--- config.mk ---
export PLATFORM = sky130hd
export DESIGN_NAME = cpa_share_arb_flat
export DESIGN_NICKNAME = d
export VERILOG_FILES = /design/src/rtl/cpa_share_arb_if.sv /design/src/rtl/cpa_share_arb.sv /design/src/flat_wrapper.sv
export SDC_FILE = /design/constraint.sdc
export NUM_CORES = 1
export LEC_CHECK = 0
export BUFFER_PORTS_ARGS = -buffer_cell sky130_fd_sc_hd__buf_2
export CORE_MARGIN = 4
export CORE_UTILIZATION = 30
export DETAILED_ROUTE_END_ITERATION = 10
export PLACE_DENSITY = 0.62
export RECOVER_POWER = 50
export SETUP_SLACK_MARGIN = 0.3
export SYNTH_ARGS = -nofsm -noshare
export SYNTH_HDL_FRONTEND = slang
export SYNTH_SLANG_ARGS = --single-unit
--- constraint.sdc ---
create_clock -name clk -period 2 [get_ports clk]
set_input_delay 0.1 -clock clk [delete_from_list [all_inputs] [get_ports clk]]
set_output_delay 0.1 -clock clk [all_outputs]
set_load 0.03 [all_outputs]
--- src/rtl/cpa_share_arb_if.sv ---
// cpa_share_arb_if: requester, result and CPA-side signals of the shared-adder arbiter
interface cpa_share_arb_if #(
    parameter int WIDTH = 7,
    parameter int NREQ  = 2,
    parameter int ID_W  = 2
);
    logic [NREQ-1:0]       req_valid;
    logic [NREQ-1:0]       req_ready;
    logic [NREQ*WIDTH-1:0] req_a;
    logic [NREQ*WIDTH-1:0] req_b;
    logic [WIDTH-1:0]      cpa_a;
    logic [WIDTH-1:0]      cpa_b;
    logic [WIDTH-1:0]      cpa_sum;
    logic                  cpa_cout;
    logic                  res_valid;
    logic                  res_ready;
    logic [WIDTH-1:0]      res_sum;
    logic                  res_cout;
    logic [ID_W-1:0]       res_id;
    modport slave (
        input  req_valid, req_a, req_b, cpa_sum, cpa_cout, res_ready,
        output req_ready, cpa_a, cpa_b, res_valid, res_sum, res_cout, res_id
    );
    modport master (
        output req_valid, req_a, req_b, cpa_sum, cpa_cout, res_ready,
        input  req_ready, cpa_a, cpa_b, res_valid, res_sum, res_cout, res_id
    );
endinterface

--- src/rtl/cpa_share_arb.sv ---
// cpa_share_arb: round-robin sharing of one external CPA, operand reg -> CPA -> result reg
module cpa_share_arb #(
    parameter int WIDTH = 7,
    parameter int NREQ  = 2,
    parameter int ID_W  = 2
) (
    input  logic                 clk,
    input  logic                 rst_n,
    cpa_share_arb_if.slave       bus,
    output logic [15:0]          op_count
);
    logic             s1_v_q, s1_v_d;
    logic [WIDTH-1:0] s1_a_q, s1_a_d, s1_b_q, s1_b_d;
    logic [ID_W-1:0]  s1_id_q, s1_id_d;
    logic [ID_W-1:0]  rr_q, rr_d;
    logic             res_v_q, res_v_d;
    logic [WIDTH-1:0] res_sum_q, res_sum_d;
    logic             res_cout_q, res_cout_d;
    logic [ID_W-1:0]  res_id_q, res_id_d;
    logic [15:0]      cnt_q, cnt_d;
    logic             found;
    logic [ID_W-1:0]  g;
    logic             s2_ready, s1_ready, accept, adv, hs;

    assign s2_ready = !res_v_q || bus.res_ready;
    assign s1_ready = !s1_v_q || s2_ready;
    assign accept   = found && s1_ready;
    assign adv      = s1_v_q && s2_ready;
    assign hs       = res_v_q && bus.res_ready;

    assign bus.req_ready = accept ? NREQ'(1) << g : '0;
    assign bus.cpa_a     = s1_a_q;
    assign bus.cpa_b     = s1_b_q;
    assign bus.res_valid = res_v_q;
    assign bus.res_sum   = res_sum_q;
    assign bus.res_cout  = res_cout_q;
    assign bus.res_id    = res_id_q;
    assign op_count      = cnt_q;

    // first valid requester at or after the round-robin pointer, wrapping modulo NREQ
    always_comb begin
        found = 1'b0;
        g     = '0;
        for (int k = 0; k < NREQ; k++) begin
            if (!found && bus.req_valid[(int'(rr_q) + k) % NREQ]) begin
                found = 1'b1;
                g     = ID_W'((int'(rr_q) + k) % NREQ);
            end
        end
    end

    // next state of both pipeline stages, the pointer and the handshake counter
    always_comb begin
        s1_v_d     = accept || (s1_v_q && !s2_ready);
        s1_a_d     = accept ? bus.req_a[int'(g)*WIDTH +: WIDTH] : s1_a_q;
        s1_b_d     = accept ? bus.req_b[int'(g)*WIDTH +: WIDTH] : s1_b_q;
        s1_id_d    = accept ? g : s1_id_q;
        rr_d       = accept ? ((int'(g) == NREQ-1) ? '0 : g + 1'b1) : rr_q;
        res_v_d    = adv || (res_v_q && !bus.res_ready);
        res_sum_d  = adv ? bus.cpa_sum : res_sum_q;
        res_cout_d = adv ? bus.cpa_cout : res_cout_q;
        res_id_d   = adv ? s1_id_q : res_id_q;
        cnt_d      = hs ? cnt_q + 16'd1 : cnt_q;
    end

    // state registers; reset discards anything in flight
    always_ff @(posedge clk) begin
        if (!rst_n) begin
            s1_v_q     <= 1'b0;
            s1_a_q     <= '0;
            s1_b_q     <= '0;
            s1_id_q    <= '0;
            rr_q       <= '0;
            res_v_q    <= 1'b0;
            res_sum_q  <= '0;
            res_cout_q <= 1'b0;
            res_id_q   <= '0;
            cnt_q      <= '0;
        end else begin
            s1_v_q     <= s1_v_d;
            s1_a_q     <= s1_a_d;
            s1_b_q     <= s1_b_d;
            s1_id_q    <= s1_id_d;
            rr_q       <= rr_d;
            res_v_q    <= res_v_d;
            res_sum_q  <= res_sum_d;
            res_cout_q <= res_cout_d;
            res_id_q   <= res_id_d;
            cnt_q      <= cnt_d;
        end
    end
endmodule
--- src/flat_wrapper.sv ---
// flat-port wrapper written by rule: the top's interface ports become plain ports
module cpa_share_arb_flat 
#(
    parameter int WIDTH = 7,
    parameter int NREQ  = 2,
    parameter int ID_W  = 2
)
  (clk, rst_n, op_count, bus_req_valid, bus_req_a, bus_req_b, bus_cpa_sum, bus_cpa_cout, bus_res_ready, bus_req_ready, bus_cpa_a, bus_cpa_b, bus_res_valid, bus_res_sum, bus_res_cout, bus_res_id);
  cpa_share_arb_if #(.WIDTH(WIDTH), .NREQ(NREQ), .ID_W(ID_W)) bus_i ();
  input  logic clk;
  input  logic rst_n;
  output logic [15:0] op_count;
  input wire logic [$bits(bus_i.req_valid)-1:0] bus_req_valid;
  input wire logic [$bits(bus_i.req_a)-1:0] bus_req_a;
  input wire logic [$bits(bus_i.req_b)-1:0] bus_req_b;
  input wire logic [$bits(bus_i.cpa_sum)-1:0] bus_cpa_sum;
  input wire logic [$bits(bus_i.cpa_cout)-1:0] bus_cpa_cout;
  input wire logic [$bits(bus_i.res_ready)-1:0] bus_res_ready;
  output wire logic [$bits(bus_i.req_ready)-1:0] bus_req_ready;
  output wire logic [$bits(bus_i.cpa_a)-1:0] bus_cpa_a;
  output wire logic [$bits(bus_i.cpa_b)-1:0] bus_cpa_b;
  output wire logic [$bits(bus_i.res_valid)-1:0] bus_res_valid;
  output wire logic [$bits(bus_i.res_sum)-1:0] bus_res_sum;
  output wire logic [$bits(bus_i.res_cout)-1:0] bus_res_cout;
  output wire logic [$bits(bus_i.res_id)-1:0] bus_res_id;
  assign bus_i.req_valid = bus_req_valid;
  assign bus_i.req_a = bus_req_a;
  assign bus_i.req_b = bus_req_b;
  assign bus_i.cpa_sum = bus_cpa_sum;
  assign bus_i.cpa_cout = bus_cpa_cout;
  assign bus_i.res_ready = bus_res_ready;
  assign bus_req_ready = bus_i.req_ready;
  assign bus_cpa_a = bus_i.cpa_a;
  assign bus_cpa_b = bus_i.cpa_b;
  assign bus_res_valid = bus_i.res_valid;
  assign bus_res_sum = bus_i.res_sum;
  assign bus_res_cout = bus_i.res_cout;
  assign bus_res_id = bus_i.res_id;
  cpa_share_arb #(.WIDTH(WIDTH), .NREQ(NREQ), .ID_W(ID_W)) u_core (.clk(clk), .rst_n(rst_n), .bus(bus_i), .op_count(op_count));
endmodule
==> run metrics, run 1 <==
status finished, final reports clean; maximum clock rate 612 MHz; power density cells 766 nW/um^2; VDD IR-drop max 292 uV; number of primary I/O pins 84; biggest cell delay along the critical path 0.54 ns; total area of multi-input combinational cells 813 um^2; number of placement rows 27; total CTS buffers 5; TritonCTS Sinks 43; WHS 0.0422 ns; ratio of final minimum period to clock period between 80% and 90%; total inserted antenna cells 0; maximum level of the CTS H-tree 2; full die area 7240 um^2; first-pass iteration count of the detailed router 6; path type of the worst setup path flip-flop to primary output; core box area 5640 um^2; chip width 85.1 um; layout net count between 300 and 400; distinct cell type count after synthesis 32; data required time of the worst path 1.90 ns; Synth Instances 186; Lkg Pwr 0.000959 uW; buffering stage count on the worst path with inverters included 1; number of vias after detailed routing about 1600; final HPWL from detailed placement about 3200 um; Total Neg Setup Slack 0 ns; setup bufs post-CTS 0; average detailed-routed wire length per instance 13.0 um; leading cell types in the layout, fill and taps excluded buf_2, dfxtp_1, nor2_1; drt total wl roughly 4400 um; relative area change from synthesis to final layout 26.9%; clock tree skew after final layout approximately 0.0096 ns; final design area excluding fillers ~2300 um^2; final weighted congestion in routability-driven placement 0.786; starting density of the core 31.6%; number of warnings reported in the yosys synthesis log 0; most common cell after layout, fill and taps aside buf_2; number of DRC markers after the initial detailed-route iteration 104; setup ws final about 0.37 ns; cell family with the largest share of critical-path delay flip-flops; Worst Setup End Kind primary output; Skew-Pair Late Insertion Delay 0.29 ns; Port-buffer cells 82; Post-Place Setup Slack 0.454 ns; final hold viol count 0; worst min path class input pin to flip-flop; type of origin of the critical path flip-flop; largest net degree at the start of global routing 21; chain of cells forming the critical path nand3b_2, and3_2, buf_2; cell area reported after detailed placement 2230 um^2; global-route wire length before repair between 7000 and 8000 um; net count after synthesis 228; layout cell share with drive strength beyond 1 a little under a quarter; Bufs on Longest Clock Path 2; Via density 4.86; # fillers 609; crit-path max FO 16; Final Max Tran Viols 0; remaining global-route overflow 0; Seq/Total Area, Yosys 48.3%; CP max-delay cell dfxtp_1; final period demand of the worst path 1.63 ns; flop and latch count out of synthesis 43; initial antenna violation count 0; clock slew at the register clock pins of the worst setup and hold paths 0.08 ns; combined global-route utilization of all metal layers 11.9%; master cell of the clock root buffer clkbuf_8; number of global-route vias before repair 1526; TritonCTS clock tree done; Register Area 861 um^2; Antenna Nets Post-Route 0; arrival time at the worst endpoint around 1.5 ns; # Max-Cap Violations 0; area of the mapped netlist ~1800 um^2; mean instance size in the synthesized netlist 9.59 um^2; overall die height ~85 um; total DRC errors in the routed layout 0; final setup violation count 0; RSZ-0062 raised after global routing no
## metrics by stage
stage	instances	total power [uW]	utilization, %
after detailed placement	331	1220	39.5
after CTS	338	1780	41.1
after floorplan	186	1130	-
final	338	1730	40.1
after global routing	338	1820	40.1
after global placement	331	1220	39.5
## state kept, by name (all words and copies together), names as in the netlist
signal and cells:
u_core.bus.res_id 1, u_core.bus.cpa_a 7, u_core.bus.cpa_b 7, u_core.bus.res_sum 7
u_core.s1_v_q 1, u_core.s1_id_q 1, u_core.bus.res_valid 1, u_core.rr_q 1
u_core.op_count 16, u_core.bus.res_cout 1
## worst paths after layout
path,from,endpoint,slack [ns],cells after the start
max reg2reg,u_core.bus.res_valid,u_core.op_count[9],0.38,4
min reg2reg,u_core.op_count[15],u_core.op_count[15],0.48,2
max,u_core.bus.res_valid,bus_req_ready[0],0.37,3
min,bus_cpa_sum[1],u_core.bus.res_sum[1],0.04,3
## Yosys cell counts (all sizes together)
master,count,area (um^2)
and4,1,8.76
ha,1,12.5
o21a,2,15.0
conb,1,3.75
and3,2,12.5
and2,1,6.26
nand4,5,52.6
mux2i,11,110
nor3,2,10.0
nand3,7,35.0
xnor2,5,43.8
nor4,5,31.3
nor2,39,146
nand2b,3,18.8
a21oi,5,25.0
o31a,2,20.0
clkbuf,5,20.0
nand2,9,33.8
inv,5,18.8
xor2,6,52.6
dfxtp,43,861
a222oi,14,140
buf,8,63.8
o21ai,2,10.0
or4,1,11.3
nand3b,1,20.0
## worst reg2reg max path, delay by kind of cell, from the launching register on
family           cells  cell delay (ns)
XOR/XNOR             1             0.15
AND/OR/NAND/NOR      3             0.84
flip-flops           1             0.54
## kinds of logic (layout without fill, tap and decap cells)
family | after synthesis | count (layout) | synth area share [%]
compound gates | 25 | 25 | 11.8
other cells | 1 | 1 | 0.210
fa+ha+maj | 1 | 1 | 0.702
simple gates | 76 | 76 | 21.7
flops | 43 | 43 | 48.3
buf+inv | 18 | 98 | 5.75
mux | 11 | 11 | 6.18
xor+xnor | 11 | 11 | 5.40
## area by class of cell
type	instances	area share (%)
Clock inverter	1	0.221
Inverter	5	0.829
Timing Repair Buffer	86	17.4
Sequential cell	43	38.0
Multi-Input combinational cell	125	35.9
Tap cell	72	3.98
Clock buffer	6	3.65
## power breakdown
part	internal (uW)	switching [uW]	total, uW
Clock	271	275	546
Sequential	895	24.5	920
Combinational	95.8	173	269
Total	1260	472	1730
## repair_timing
action	CTS	global route
gates resized for setup	2	0
setup endpoints to repair	2	0
hold buffers	0	0
## routing by layer
metal / up-vias / GRT usage (%) / wire [um]
met5: - / 0 / 0
met4: 0 / 4.03 / 53
met3: 4 / 4.27 / 402
met2: 60 / 18.6 / 1970
met1: 754 / 15.3 / 1950
li1: 825 / - / -
Power figures use the tool's default switching activity.
==> run 2: changes to the inputs <==
==> constraint.sdc (replaced) <==
create_clock -name clk -period 1.6 [get_ports clk]
set_input_delay 0.08 -clock clk [delete_from_list [all_inputs] [get_ports clk]]
set_output_delay 0.08 -clock clk [all_outputs]
set_load 0.03 [all_outputs]
==> run 2 against run 1 <==
Against the previous run: sequential power grew 24%; largest cell class unchanged; critical endpoint is now u_core.op_count[9]; total power up 26%; die area unchanged; via count grew 5.2%; global-route usage up 1.0 points; core utilization is 4.1 points higher; sequential share of layout area fell by 2.2 points; highest routed layer unchanged; cell count up 5.0%; first-iteration DRC count is 12% higher.
==> run metrics, run 2 (synthesis gave the netlist of run 1 again) <==
biggest cell delay along the critical path 0.54 ns (about the same); type of origin of the critical path flip-flop (unchanged); # Max-Cap Violations 0 (unchanged); power density cells 873 nW/um^2 (was 766 nW/um^2); Switching Fraction 28.3% (was 27.2%); total DRC errors in the routed layout 0 (unchanged); ratio of final minimum period to clock period 85.1%; Total Neg Setup Slack 0 ns (unchanged); maximum clock rate 735 MHz; combined global-route utilization of all metal layers 13.0% (was 11.9%); number of hold buffers added after cts 0 (unchanged); final hold viol count 0 (unchanged); number of DRC markers after the initial detailed-route iteration 116 (was 104); final weighted congestion in routability-driven placement 0.786 (about the same); relative area change from synthesis to final layout 39.8% (was 26.9%); VDD IR-drop max 664 uV (was 292 uV); path type of the worst setup path flip-flop to flip-flop (was flip-flop to primary output); Final Max Tran Viols 0 (unchanged); layout net count 324 (was 308); number of primary I/O pins 84 (unchanged); data required time of the worst path 1.77 ns (was 1.90 ns); TritonCTS Sinks 43 (unchanged); clock share of power 30.4% (was 31.5%); part of the total power dissipated in sequential elements 52.4% (was 53.0%); GRT met1 Usage 16.4% (was 15.3%); CP max-delay cell or4_4 (was dfxtp_1); initial antenna violation count 0 (unchanged); worst min path class input pin to flip-flop (unchanged); TritonCTS clock tree done (unchanged); RSZ-0062 raised after global routing yes (was no); final HPWL from detailed placement 3230 um (was 3220 um); number of global-route vias before repair 1614 (was 1526); remaining global-route overflow 0 (unchanged); Global Route met2 Usage 21.0% (was 18.6%); Antenna Nets Post-Route 0 (unchanged); clock slew at the register clock pins of the worst setup and hold paths 0.09 ns (was 0.08 ns); flip-flop count of the largest register, all copies and words added 16 (unchanged); layout cell share with drive strength beyond 1 34.3% (was 23.7%); global-route wire length before repair 7600 um (was 7140 um); starting density of the core 31.6% (unchanged); Worst Setup End Kind flip-flop (was primary output); Port-buffer cells 82 (unchanged); first-pass iteration count of the detailed router 5 (was 6); number of placement rows 27 (unchanged); Power Internal 1560 uW (was 1260 uW); cell family with the largest share of critical-path delay simple AND/OR/NAND/NOR gates (was flip-flops); part of the power in combinational logic 17.1% (was 15.5%); status finished, final reports clean (unchanged); crit-path max FO 4 (was 16); chip width 85.1 um (unchanged); final period demand of the worst path 1.36 ns; busiest layer in global routing met2 (unchanged); Lkg Pwr 0.00108 uW (was 0.000959 uW); drt total wl 4910 um (was 4380 um); core box area 5640 um^2 (unchanged); maximum level of the CTS H-tree 2 (unchanged); leading cell types in the layout, fill and taps excluded buf_2, clkbuf_1, nor2_1 (was buf_2, dfxtp_1, nor2_1); overall die height 85.1 um (unchanged); average detailed-routed wire length per instance 13.8 um (was 13.0 um); switching pwr 616 uW (was 472 uW); total inserted antenna cells 0 (unchanged); clock tree skew after final layout 0.00995 ns (was 0.00956 ns); final setup violation count 0 (unchanged); arrival time at the worst endpoint 1.53 ns (about the same); met3 layer usage reported by global route 2.82% (was 4.27%); full die area 7240 um^2 (unchanged); most common cell after layout, fill and taps aside buf_2 (unchanged); number of vias after detailed routing 1728 (was 1643); total CTS buffers 5 (unchanged); buffering stage count on the worst path with inverters included 0 (was 1); final core area utilization 44.2% (was 40.1%); Via density 4.87 (was 4.86); largest net degree at the start of global routing 39 (was 21); Skew-Pair Late Insertion Delay 0.29 ns (about the same); Bufs on Longest Clock Path 2 (unchanged); master cell of the clock root buffer clkbuf_8 (unchanged); chain of cells forming the critical path nand4_4, or4_4, xor2_1, nor2_1 (was nand3b_2, and3_2, buf_2)
-- run 2: worst register-to-register path, stage by stage (launching register included) --
cell     delay (ns)
dfxtp_4        0.37
nand4_4        0.15
or4_4          0.54
xor2_1         0.14
nor2_1         0.05
-- run 2: power groups by stage --
stage	combinational (uW)	clock (uW)	sequential (uW)
floorplan	172	0	1260
global placement	356	0	1170
detailed placement	358	0	1170
CTS	384	699	1140
global route	407	742	1150
finish	373	663	1140
-- run 2: layout make-up --
type                            count  area [um^2]
Inverter                            5         18.8
Timing Repair Buffer              101          523
Sequential cell                    43          892
Clock inverter                      2         11.3
Clock buffer                        6         72.6
Tap cell                           72         90.1
Multi-Input combinational cell    126          885
Fill cell                         587         3150
-- run 2: metrics by stage --
stage | worst slack, ns | cell area [um^2] | power (uW) | hold slack, ns | instances
after floorplan | 0.0936 | 1850 | 1430 | 0.198 | 186
after global placement | 0.212 | 2290 | 1530 | 0.307 | 334
after detailed placement | 0.183 | 2290 | 1530 | 0.319 | 334
after CTS | 0.252 | 2470 | 2230 | 0.00837 | 351
after global routing | 0.153 | 2490 | 2300 | 0.0414 | 355
final | 0.239 | 2490 | 2180 | 0.0197 | 355
-- run 2: worst paths after layout --
kind                            slack, ns                     to           startpoint  cells past startpoint
worst max-delay path                 0.24     u_core.op_count[9]   u_core.op_count[7]                      4
worst min-delay path                 0.02  u_core.bus.res_sum[1]       bus_cpa_sum[1]                      3
worst max register to register       0.24     u_core.op_count[9]   u_core.op_count[7]                      4
worst min register to register       0.49    u_core.op_count[15]  u_core.op_count[15]                      2
-- run 2: repair_timing --
action	in CTS	in global routing
pin swaps	2	4
buffers inserted	8	4
gates cloned	1	0
endpoints found under the hold margin	0	0
endpoints found under the setup margin	8	33
resized for setup	7	12
-- run 2: metal layers --
layer / vias up / routed length [um]
met5: - / 0
met4: 0 / 125
met3: 14 / 374
met2: 72 / 2260
met1: 783 / 2150
li1: 859 / -
==> run 3: changes to the inputs <==
--- a/config.mk
+++ b/config.mk
@@ -11,7 +11,7 @@
 export DETAILED_ROUTE_END_ITERATION = 10
 export PLACE_DENSITY = 0.62
 export RECOVER_POWER = 50
-export SETUP_SLACK_MARGIN = 0.3
+export SETUP_SLACK_MARGIN = 0.05
 export SYNTH_ARGS = -nofsm -noshare
 export SYNTH_HDL_FRONTEND = slang
 export SYNTH_SLANG_ARGS = --single-unit
==> run 3 against run 2 <==
Against the previous run: non-clock buffer count is 10 lower; die area did not move; first-iteration DRC count is 25% lower; routed wire length fell by 12%; core utilization decreased by 2.9 points; design area decreased by 6.5%; register-to-register slack worse by 0.06 ns; global-route usage down 0.61 points; sequential share of layout area is 1.6 points higher.
==> run metrics, run 3 (synthesis gave the netlist of run 1 again) <==
status finished, final reports clean (unchanged); initial antenna violation count 0 (unchanged); leading cell types in the layout, fill and taps excluded buf_2, nor2_1, clkbuf_1 (was buf_2, clkbuf_1, nor2_1); setup bufs post-CTS 0 (was 8); number of DRC markers after the initial detailed-route iteration 87 (was 116); crit-path max FO 16 (was 4); power density cells 942 nW/um^2 (was 873 nW/um^2); final period demand of the worst path 1.48 ns (was 1.36 ns); arrival time at the worst endpoint 1.40 ns (was 1.53 ns); drt total wl 4320 um (was 4910 um); Via density 4.74 (was 4.87); final hold viol count 0 (unchanged); total inserted antenna cells 0 (unchanged); number of vias after detailed routing 1632 (was 1728); flip-flop count of the largest register, all copies and words added 16 (unchanged); VDD IR-drop max 345 uV (was 664 uV); Bufs on Longest Clock Path 2 (unchanged); combined global-route utilization of all metal layers 12.4% (was 13.0%); clock slew at the register clock pins of the worst setup and hold paths 0.09 ns (about the same); final core area utilization 41.3% (was 44.2%); placed cells 334 (unchanged); core box area 5640 um^2 (unchanged); data required time of the worst path 1.52 ns (was 1.77 ns); final HPWL from detailed placement 3180 um (was 3230 um); largest net degree at the start of global routing 29 (was 39); cell area reported after detailed placement 2260 um^2 (was 2290 um^2); most common cell after layout, fill and taps aside buf_2 (unchanged); clock tree skew after final layout 0.00938 ns (was 0.00995 ns); number of primary I/O pins 84 (unchanged); master cell of the clock root buffer clkbuf_8 (unchanged); # Max-Cap Violations 0 (unchanged); final setup violation count 0 (unchanged); # fillers 598 (was 587); Final Max Tran Viols 0 (unchanged); maximum clock rate 676 MHz (was 735 MHz); Lkg Pwr 0.000979 uW (was 0.00108 uW); WHS 0.0110 ns (was 0.0197 ns); Total Neg Setup Slack 0 ns (unchanged); type of origin of the critical path flip-flop (unchanged); number of non-filler instances in the completed layout 344 (was 355); Worst Setup End Kind primary output (was flip-flop); Register Area 872 um^2 (was 892 um^2); total DRC errors in the routed layout 0 (unchanged); average detailed-routed wire length per instance 12.5 um (was 13.8 um); overall die height 85.1 um (unchanged); starting density of the core 31.6% (unchanged); final design area excluding fillers 2330 um^2 (was 2490 um^2); ratio of final minimum period to clock period 92.4% (was 85.1%); chip width 85.1 um (unchanged); first-pass iteration count of the detailed router 7 (was 5); TritonCTS Sinks 43 (unchanged); remaining global-route overflow 0 (unchanged); worst min path class input pin to flip-flop (unchanged); total CTS buffers 5 (unchanged); number of global-route vias before repair 1524 (was 1614); path type of the worst setup path flip-flop to primary output (was flip-flop to flip-flop); Skew-Pair Late Insertion Delay 0.30 ns (was 0.29 ns); total area of multi-input combinational cells 823 um^2 (was 885 um^2); maximum level of the CTS H-tree 2 (unchanged); RSZ-0062 raised after global routing no (was yes); Port-buffer cells 82 (unchanged); TritonCTS clock tree done (unchanged); Antenna Nets Post-Route 0 (unchanged); number of placement rows 27 (unchanged); final weighted congestion in routability-driven placement 0.713 (was 0.786); global-route wire length before repair 7300 um (was 7600 um); full die area 7240 um^2 (unchanged); layout cell share with drive strength beyond 1 27.2% (was 34.3%); layout net count 313 (was 324); relative area change from synthesis to final layout 30.7% (was 39.8%)
## run 3: cell count changes in the layout (fill, tap and decap cells not counted), sizes merged
cell / before / now
buf: 60 / 51
clkbuf: 47 / 43
dlygate4sd3: 0 / 2
and3: 3 / 2
clkinv: 1 / 0
clkinvlp: 0 / 1
inv: 6 / 7
## run 3: where the power goes
part,switching (uW),internal (uW),total (uW),leakage [uW]
Combinational,217,126,342,0.000578
Clock,390,313,704,0.0000451
Sequential,30.7,1120,1150,0.000356
## run 3: metrics by stage
stage / total power (uW) / setup slack (ns)
after floorplan: 1410 / 0.0620
after global placement: 1520 / 0.163
after detailed placement: 1520 / 0.147
after CTS: 2240 / 0.0880
after global routing: 2330 / 0.0526
final: 2190 / 0.122
## run 3: area by class of cell
| cell class | count | area share [%] |
|---|---|---|
| repair buffers | 91 | 18.7 |
| well taps | 72 | 3.86 |
| clock inverters | 3 | 0.966 |
| inverters | 5 | 0.805 |
| clock buffers | 5 | 2.95 |
| flip-flops and latches | 43 | 37.4 |
| multi-input cells | 125 | 35.3 |
## run 3: path summary, 6_finish.rpt
| path | startpoint | slack (ns) | cells past startpoint | end |
|---|---|---|---|---|
| worst max register to register | u_core.op_count[5] | 0.18 | 4 | u_core.op_count[9] |
| worst min-delay path | bus_cpa_sum[2] | 0.01 | 3 | u_core.bus.res_sum[2] |
| worst max-delay path | u_core.bus.res_valid | 0.12 | 3 | bus_req_ready[1] |
| worst min register to register | u_core.op_count[15] | 0.48 | 2 | u_core.op_count[15] |
## run 3: worst max-delay path, cell delays in order (launching register included)
cell      delay [ns]
dfxtp_4         0.38
nand3b_1        0.15
and3_4          0.33
buf_2           0.24
## run 3: what timing repair did
item	in CTS	in global routing
hold buffers	2	0
endpoints found under the setup margin	2	3
hold endpoints to repair	2	0
gates cloned	0	0
resized for setup	2	3
## run 3: routing by layer
layer	GRT usage, %	vias to the layer above	share of wire [%]
met5	0	-	0
met4	3.45	0	0.81
met3	3.79	4	8.2
met2	20.3	69	48
met1	15.7	730	43
li1	-	829	-
